`src/rtl/uart_pkg.sv`:
```
// Shared UART definitions: FSM state encoding and frame constants used by the
// transmitter and the existing uart_receiver.
package uart_pkg;

   typedef enum logic [1:0] {
      IDLE  = 2'd0,
      START = 2'd1,
      DATA  = 2'd2,
      STOP  = 2'd3
   } uart_state_e;

   localparam logic START_BIT  = 1'b0;
   localparam logic STOP_BIT   = 1'b1;
   localparam int   FRAME_BITS = 10;

endpackage

```
`src/rtl/uart_tx_buffered_fifo.sv`:
```
// Synchronous first-word-fall-through FIFO with registered full/empty flags.
// Pointers carry one extra MSB so that full and empty can be told apart.
module fifo #(
   parameter int WIDTH = 8,
   parameter int DEPTH = 8
) (
   input  logic             clk,
   input  logic             rst_n,
   input  logic             wr_en,
   input  logic [WIDTH-1:0] din,
   output logic             full,
   input  logic             rd_en,
   output logic [WIDTH-1:0] dout,
   output logic             empty
);

   localparam int AW = $clog2(DEPTH);

   logic [WIDTH-1:0] mem [DEPTH];
   logic [AW:0]      wr_ptr;
   logic [AW:0]      rd_ptr;
   logic [AW:0]      wr_ptr_nxt;
   logic [AW:0]      rd_ptr_nxt;
   logic             do_wr;
   logic             do_rd;

   assign do_wr      = wr_en && !full;
   assign do_rd      = rd_en && !empty;
   assign wr_ptr_nxt = wr_ptr + {{AW{1'b0}}, do_wr};
   assign rd_ptr_nxt = rd_ptr + {{AW{1'b0}}, do_rd};
   assign dout       = mem[rd_ptr[AW-1:0]];

   // Flags are computed from next-state pointers so they are true registers.
   always_ff @(posedge clk or negedge rst_n) begin
      if (!rst_n) begin
         wr_ptr <= '0;
         rd_ptr <= '0;
         empty  <= 1'b1;
         full   <= 1'b0;
      end else begin
         wr_ptr <= wr_ptr_nxt;
         rd_ptr <= rd_ptr_nxt;
         empty  <= (wr_ptr_nxt == rd_ptr_nxt);
         full   <= (wr_ptr_nxt == {~rd_ptr_nxt[AW], rd_ptr_nxt[AW-1:0]});
      end
   end

   always_ff @(posedge clk) begin
      if (do_wr) begin
         mem[wr_ptr[AW-1:0]] <= din;
      end
   end

endmodule

```
`src/rtl/uart_tx_buffered.sv`:
```
// Buffered 8N1 UART transmitter: bytes queue in a FIFO and are framed
// back-to-back onto a registered serial line.
module uart_tx_buffered
   import uart_pkg::*;
#(
   parameter int CLOCK_FREQ = 125_000_000,
   parameter int BAUD_RATE  = 115_200,
   parameter int FIFO_DEPTH = 8
) (
   input  logic       clk,
   input  logic       rst_n,
   input  logic [7:0] data_in,
   input  logic       data_in_valid,
   output logic       data_in_ready,
   output logic       serial_out,
   output logic       tx_idle
);

   localparam int SYMBOL_EDGE_TIME = CLOCK_FREQ / BAUD_RATE;
   localparam int CNT_W = (SYMBOL_EDGE_TIME > 1) ? $clog2(SYMBOL_EDGE_TIME) : 1;

   uart_state_e      state;
   logic [CNT_W-1:0] sym_cnt;
   logic [2:0]       bit_idx;
   logic [7:0]       shift_reg;
   logic             push_armed;
   logic             fifo_full;
   logic             fifo_empty;
   logic [7:0]       fifo_dout;
   logic             push;
   logic             pop;
   logic             last_sym;

   assign data_in_ready = !fifo_full;
   assign push          = data_in_valid && data_in_ready && push_armed;
   assign last_sym      = (sym_cnt == CNT_W'(SYMBOL_EDGE_TIME - 1));
   assign pop           = !fifo_empty && ((state == IDLE) || (state == STOP && last_sym));
   assign tx_idle       = (state == IDLE) && fifo_empty;

   fifo #(
      .WIDTH (8),
      .DEPTH (FIFO_DEPTH)
   ) u_fifo (
      .clk   (clk),
      .rst_n (rst_n),
      .wr_en (push),
      .din   (data_in),
      .full  (fifo_full),
      .rd_en (pop),
      .dout  (fifo_dout),
      .empty (fifo_empty)
   );

   // Pushes are ignored on the first edge after reset release.
   always_ff @(posedge clk or negedge rst_n) begin
      if (!rst_n) begin
         push_armed <= 1'b0;
      end else begin
         push_armed <= 1'b1;
      end
   end

   // serial_out is registered from the current state, so the line lags the
   // state by one cycle: the start bit appears one edge after the pop.
   always_ff @(posedge clk or negedge rst_n) begin
      if (!rst_n) begin
         state      <= IDLE;
         sym_cnt    <= '0;
         bit_idx    <= '0;
         serial_out <= STOP_BIT;
      end else begin
         case (state)
            IDLE: begin
               serial_out <= STOP_BIT;
               sym_cnt    <= '0;
               if (pop) begin
                  state <= START;
               end
            end
            START: begin
               serial_out <= START_BIT;
               if (last_sym) begin
                  sym_cnt <= '0;
                  bit_idx <= '0;
                  state   <= DATA;
               end else begin
                  sym_cnt <= sym_cnt + CNT_W'(1);
               end
            end
            DATA: begin
               serial_out <= shift_reg[0];
               if (last_sym) begin
                  sym_cnt <= '0;
                  bit_idx <= bit_idx + 3'd1;
                  if (bit_idx == 3'd7) begin
                     state <= STOP;
                  end
               end else begin
                  sym_cnt <= sym_cnt + CNT_W'(1);
               end
            end
            STOP: begin
               serial_out <= STOP_BIT;
               if (last_sym) begin
                  sym_cnt <= '0;
                  state   <= fifo_empty ? IDLE : START;
               end else begin
                  sym_cnt <= sym_cnt + CNT_W'(1);
               end
            end
            default: begin
               state      <= IDLE;
               serial_out <= STOP_BIT;
            end
         endcase
      end
   end

   always_ff @(posedge clk) begin
      if (pop) begin
         shift_reg <= fifo_dout;
      end else if (state == DATA && last_sym) begin
         shift_reg <= {1'b0, shift_reg[7:1]};
      end
   end

endmodule

```
`config.mk`:
```
export PLATFORM = sky130hd
export DESIGN_NAME = uart_tx_buffered
export DESIGN_NICKNAME = d
export VERILOG_FILES = /design/src/rtl/uart_pkg.sv /design/src/rtl/uart_tx_buffered_fifo.sv /design/src/rtl/uart_tx_buffered.sv
export SDC_FILE = /design/constraint.sdc
export NUM_CORES = 1
export LEC_CHECK = 0
export CAP_MARGIN = 25
export CORE_MARGIN = 2
export CORE_UTILIZATION = 50
export CTS_CLUSTER_DIAMETER = 50
export DETAILED_ROUTE_END_ITERATION = 8
export GPL_TIMING_DRIVEN = 0
export PLACE_DENSITY = 0.67
export SKIP_LAST_GASP = 1
export SLEW_MARGIN = 10
export SYNTH_ARGS = -nofsm -noshare
export SYNTH_HDL_FRONTEND = slang
export SYNTH_SLANG_ARGS = --single-unit
```
`constraint.sdc`:
```
create_clock -name clk -period 3.8 [get_ports clk]
set_clock_uncertainty 0.1 [all_clocks]
set_input_delay 0.76 -clock clk [delete_from_list [all_inputs] [get_ports clk]]
set_output_delay 0.76 -clock clk [all_outputs]
set_load 0.03 [all_outputs]
```
## Word level (Yosys, flattened, before mapping)

Memories as Yosys holds them, arrays and structs flattened.
Cells that the tools add are included.

- Eq/ne operators: 12
- Reduce and logical (&&, ||, !) cells: 18
- Multiplexer cells: 17
- Bitwise logic cells: 1
- $add $sub $neg: 4

Operator list:

| cell | count |
|---|---|
| $pmux 11 s2 | 1 |
| $mux 8 | 2 |
| $add 11x1->11 const B | 1 |
| $eq 11x11->1 const B | 1 |
| $mux 11 | 1 |
| $mux 2 | 5 |
| $add 4x1->4 | 2 |
| $eq 4x4->1 | 2 |
| $logic_and 1x1->1 | 8 |
| $ne 2x2->1 const B | 4 |
| $pmux 2 s4 | 1 |
| $mux 3 | 2 |
| $pmux 3 s2 | 1 |
| $reduce_and 5->1 | 1 |
| $eq 2x2->1 const B | 2 |
| $reduce_bool 2->1 | 2 |
| $add 3x1->3 const B | 1 |
| $eq 3x3->1 const B | 1 |
| $mux 1 | 3 |
| $pmux 1 s3 | 1 |
| $reduce_and 3->1 | 1 |
| $reduce_or 3->1 | 1 |
| $eq 2x1->1 const B | 1 |
| $logic_not 1->1 | 2 |
| other kinds (5) | 5 |

- Flip-flop bits (word level): 36
- Bits of input ports: 11
- Memories kept: 1
- Logic and storage cells: 63
- Bits in writable memories: 64
- Output and inout bits: 3

Memories:

| memory | depth | width | read ports | clocked after memory_dff | wr ports | RTL line | source |
|---|---|---|---|---|---|---|---|
| u_fifo.mem | 8 | 8 | 1 | 0 | 1 | uart_tx_buffered_fifo.sv:19 | `logic [WIDTH-1:0] mem [DEPTH];` |

## Depth between registers and ports, before layout

- Depth after elaboration: 8
- Mapped depth: 12
- Gate-level depth less buffers: 11

## By module

Synthesis repeated with hierarchy kept, for this count alone.

- Cell total of the unflattened synthesis: 255
- Area total of the unflattened synthesis: 4362.9 um^2

By module, submodules not included:

| module | instances | area an instance (um^2) | cells each |
|---|---|---|---|
| fifo | 1 | 2954.1 | 137 |
| uart_tx_buffered | 1 | 1408.9 | 118 |

## Worst setup path after synthesis

Ideal clock, no wire load.

- Path kind: register to register
- Start: register state[0]
- End: register u_fifo.full
- Library setup time: 73 ps
- Setup slack: 1100 ps
- Arrival time: 2527 ps
- Stages on the path, launching flop included: 13
- Required time: 3627 ps
- Path buffers: 1
- Period minus slack after synthesis: 2700 ps
- Cell sequence: dfrtp_1 > inv_1 > ha_1 > nor2b_1 > a41oi_2 > buf_2 > inv_1 > ha_1 > ha_1 > xor2_1 > xor2_1 > or3_1 > nor2b_1

RTL lines:

| what | RTL line | source |
|---|---|---|
| from (decl) | uart_tx_buffered.sv:22 | `uart_state_e state;` |
| from (signal assigned) | uart_tx_buffered.sv:106 | `state <= fifo_empty ? IDLE : START;` |
| $eq 2x2->1 | uart_tx_buffered.sv:37 | `assign pop = !fifo_empty && ((state == IDLE) \|\| (state == STOP && last_sym));` |
| $logic_and 1x1->1 | uart_tx_buffered.sv:37 |  |
| $logic_or 1x1->1 (*) | uart_tx_buffered.sv:37 |  |
| $logic_and 1x1->1 (*) | uart_tx_buffered.sv:37 |  |
| $logic_and 1x1->1 (*) | uart_tx_buffered_fifo.sv:28 | `assign do_rd = rd_en && !empty;` |
| $add 4x1->4 (*) | uart_tx_buffered_fifo.sv:30 | `assign rd_ptr_nxt = rd_ptr + {{AW{1'b0}}, do_rd};` |
| net u_fifo.rd_ptr_nxt[2] | uart_tx_buffered_fifo.sv:23 | `logic [AW:0] rd_ptr_nxt;` |
| $eq 4x4->1 (*) | uart_tx_buffered_fifo.sv:44 | `full <= (wr_ptr_nxt == {~rd_ptr_nxt[AW], rd_ptr_nxt[AW-1:0]});` |
| to (signal assigned) | uart_tx_buffered_fifo.sv:44 |  |
| to (decl) | uart_tx_buffered_fifo.sv:11 | `output logic full,` |

Mark *: on every way through the listed nets, which the timed path passes. The rest lies on a longest branch.
A chain may end at the register's enable or synchronous reset.

## Worst setup path after layout

- Start: register state[1]
- End: register u_fifo.empty

- Word-level cells in the longest chain between the ends: 7

Ends and longest elaborated chain:

| what | RTL line | source |
|---|---|---|
| $eq 2x2->1 | uart_tx_buffered.sv:37 |  |
| $logic_and 1x1->1 | uart_tx_buffered.sv:37 |  |
| $logic_or 1x1->1 (*) | uart_tx_buffered.sv:37 |  |
| $logic_and 1x1->1 (*) | uart_tx_buffered.sv:37 |  |
| $logic_and 1x1->1 (*) | uart_tx_buffered_fifo.sv:28 |  |
| $add 4x1->4 (*) | uart_tx_buffered_fifo.sv:30 |  |
| net u_fifo.rd_ptr_nxt[2] | uart_tx_buffered_fifo.sv:23 |  |
| $eq 4x4->1 (*) | uart_tx_buffered_fifo.sv:43 | `empty <= (wr_ptr_nxt == rd_ptr_nxt);` |
| to (signal assigned) | uart_tx_buffered_fifo.sv:43 |  |
| to (decl) | uart_tx_buffered_fifo.sv:14 | `output logic empty` |

Marks and branches as above.

==> reports/results.ini <==
[power]
power_mw=2.175
cellLeakagePower_nw=1.728
power_density_nw_per_um2=465.4
irDropWorstVdd_uv=291.2

[grt]
grt_pass1_wl_microns=11100
grt_max_degree=29
grt_overflow=0
grt_pass1_vias=2041
grt_usage_pct=17.00
antenna_found_initial=0

[timing]
fmax_mhz=318.7
slew_violations=0
finalSetupTns_ps=0
slew_headroom_pct=39.19
rsz0062_at_grt=false
finalCriticalPeriod_ps=3138
tightest_slew_ps=908.8
setup_viol=0
setup_ws_ps=662.2
post-route-period-util_pct=82.57
hold_violations=0

[logic_synthesis]
yosysUniqueCellTypes=35
ys_ff_latch=100
synth_top_area_cell=edfxtp_1
synth_top_area_share_pct=51.61
syn_area_sq_um=4189
yosysWarningCount=0
avgSynthCellArea_sq_um=16.05
synth_area_leaders=edfxtp_1 (52%), dfrtp_1 (16%), mux4_2 (8.6%)
syn_nets=286
ys_seq_area_share_pct=68.40
synth_cells=261

[cts]
tritoncts=built
numCtsBuffers=9
cts_buffer_depth=2
cts_setup_buffers=0
holdBufCountCts=0
clk_pin_slew_ps=110
clkSinkCount=100
root_buffer=clkbuf_8
clk_latency_ps=370
post_cts_resized=0
htreeDepth=3

[worst_setup_path]
critPathBufInv=3
endpoint_kind=flip-flop
cp_num_cells=12
path_common_cell=ha_1
worstPathCellList=inv_1 > ha_1 > nor2b_1 > a41oi_2 > buf_2 > inv_1 > ha_1 > ha_1 > xor2_1 > xor2_1 > or3_1 > nor2_1
slowest_stage=dfrtp_1
rr_endpoint=u_fifo.empty
r2r_setup_slack_ps=660
r2r_cells=12
required_ps=3990
r2r_start=state[1]
cp_max_fo=10
timing_worst_setup_path_type=flip-flop to flip-flop
critical_path.top_delay_family=simple AND/OR/NAND/NOR gates
max_stage_delay_ps=450
cp-start-kind=flip-flop
arrival_ps=3320

[die]
start_util_pct=51.24
rows=33
die_w_microns=95.53
core_sq_um=8175
io-pin-count=14
die_height_microns=95.53
die-area_sq_um=9126

[placement]
dpl.hpwl_microns=4561
place_congestion=0.7000
post-place-ws_ps=651.1
io_buffers=13

[layout]
area_delta_synth_final_pct=11.56
nFillCells=633
diodes=0
drive_gt1_share_pct=16.90
post-route-util_pct=57.16
largest_reg_flops=64
layout.nets=310

[route]
post_drt_wl_per_cell_microns=17.49
drc=0
drtIter0Drc=154
num_vias=2145
routed_wl_microns=6910
viasPerCell=5.430
ant_nets=0
first_pass_iters=5

[flow_run]
max-cap-violations=0

[status]
status=completed

[min_path]
hold_class=input port to asynchronous set/reset pin

-- synthesized netlist by cell type, drive strengths merged --
master   number
nand3         6
dfrtp        26
nor3          4
a41oi         1
o21ai         8
xnor2         4
o221ai        1
inv          11
nor2b         3
xor2         13
a21oi         2
nand2        18
edfxtp       72
conb          1
clkbuf        1
nand4         4
nor2         22
a2bb2oi       1
mux2i         8
ha           14
a22oi         1
a32o          2
nand2b        2
and4          1
nor3b         2
mux4         16
or3           3
or2           2
buf           8
dfstp         2
mux2          1
and3          1
-- kinds of logic after synthesis --
kind of cell,Yosys count,synth area share [%]
AO/OA/AOI/OAI,16,2.778
XOR/XNOR,17,3.554
adder cells (fa/ha/maj),14,4.182
buffers and inverters,20,2.539
flip-flops,100,68.40
multiplexers,25,10.87
other,1,0.08952
AND/OR/NAND/NOR,68,7.587
-- per-layer routing --
metal | share of wire [%] | GRT usage [%] | vias up
met5 | 0 | 0 | -
met1 | 45 | 22.32 | 1081
met4 | 1.3 | 5.119 | 0
met3 | 4.3 | 4.269 | 7
met2 | 50 | 28.15 | 37
li1 | - | - | 1020
-- worst max path at each step --
| stage | from | end | slack [ps] |
|---|---|---|---|
| 6_report | state[1] | u_fifo.empty | 660 |
| 5_1_grt | state[0] | u_fifo.empty | 410 |
| 4_1_cts | state[0] | u_fifo.empty | 600 |
| 3_5_place_dp | state[0] | u_fifo.empty | 650 |
| 3_3_place_gp | data_in_valid | u_fifo.mem[0][5] | 500 |
| 2_1_floorplan | state[0] | u_fifo.full | 1100 |
-- final cells by class --
type                       instances  area (sq um)  area share, %
clock buffer                       9         123.9          2.651
multi-input combinational        141          1227          26.27
tap                              105         131.4          2.811
clock inverter                     7         93.84          2.008
inverter                          11         41.29         0.8835
timing repair buffer              13         125.1          2.677
buffer                             9         65.06          1.392
sequential                       100          2865          61.31
-- power breakdown --
part           internal, mW  switching (mW)  leakage, nW  total (mW)
Sequential             1.26          0.0446         1.00        1.30
Combinational        0.0720           0.112        0.618       0.183
Clock                 0.268           0.420        0.107       0.689
Total                  1.60           0.577         1.73        2.18
-- stage by stage --
step	area, sq um	std cells	hold slack (ps)
floorplan	4189	261	361.9
global placement	4451	379	382.1
detailed placement	4456	379	402.1
CTS	4673	395	309.9
global route	4673	395	335.2
finish	4673	395	303.0
-- layout by cell type, fill, tap and decap left out, drive strengths merged, types with 4 or more instances in the layout --
| cell | synthesis | layout |
|---|---|---|
| edfxtp | 72 | 72 |
| dfrtp | 26 | 26 |
| nor2 | 22 | 22 |
| nand2 | 18 | 18 |
| mux4 | 16 | 16 |
| ha | 14 | 14 |
| xor2 | 13 | 13 |
| inv | 11 | 13 |
| clkdlybuf4s50 | 0 | 12 |
| clkbuf | 1 | 10 |
| buf | 8 | 9 |
| mux2i | 8 | 8 |
| o21ai | 8 | 8 |
| nand3 | 6 | 6 |
| clkinv | 0 | 5 |
| nand4 | 4 | 4 |
| xnor2 | 4 | 4 |
| nor3 | 4 | 4 |
No activity file was read; power rests on OpenSTA's default activity.
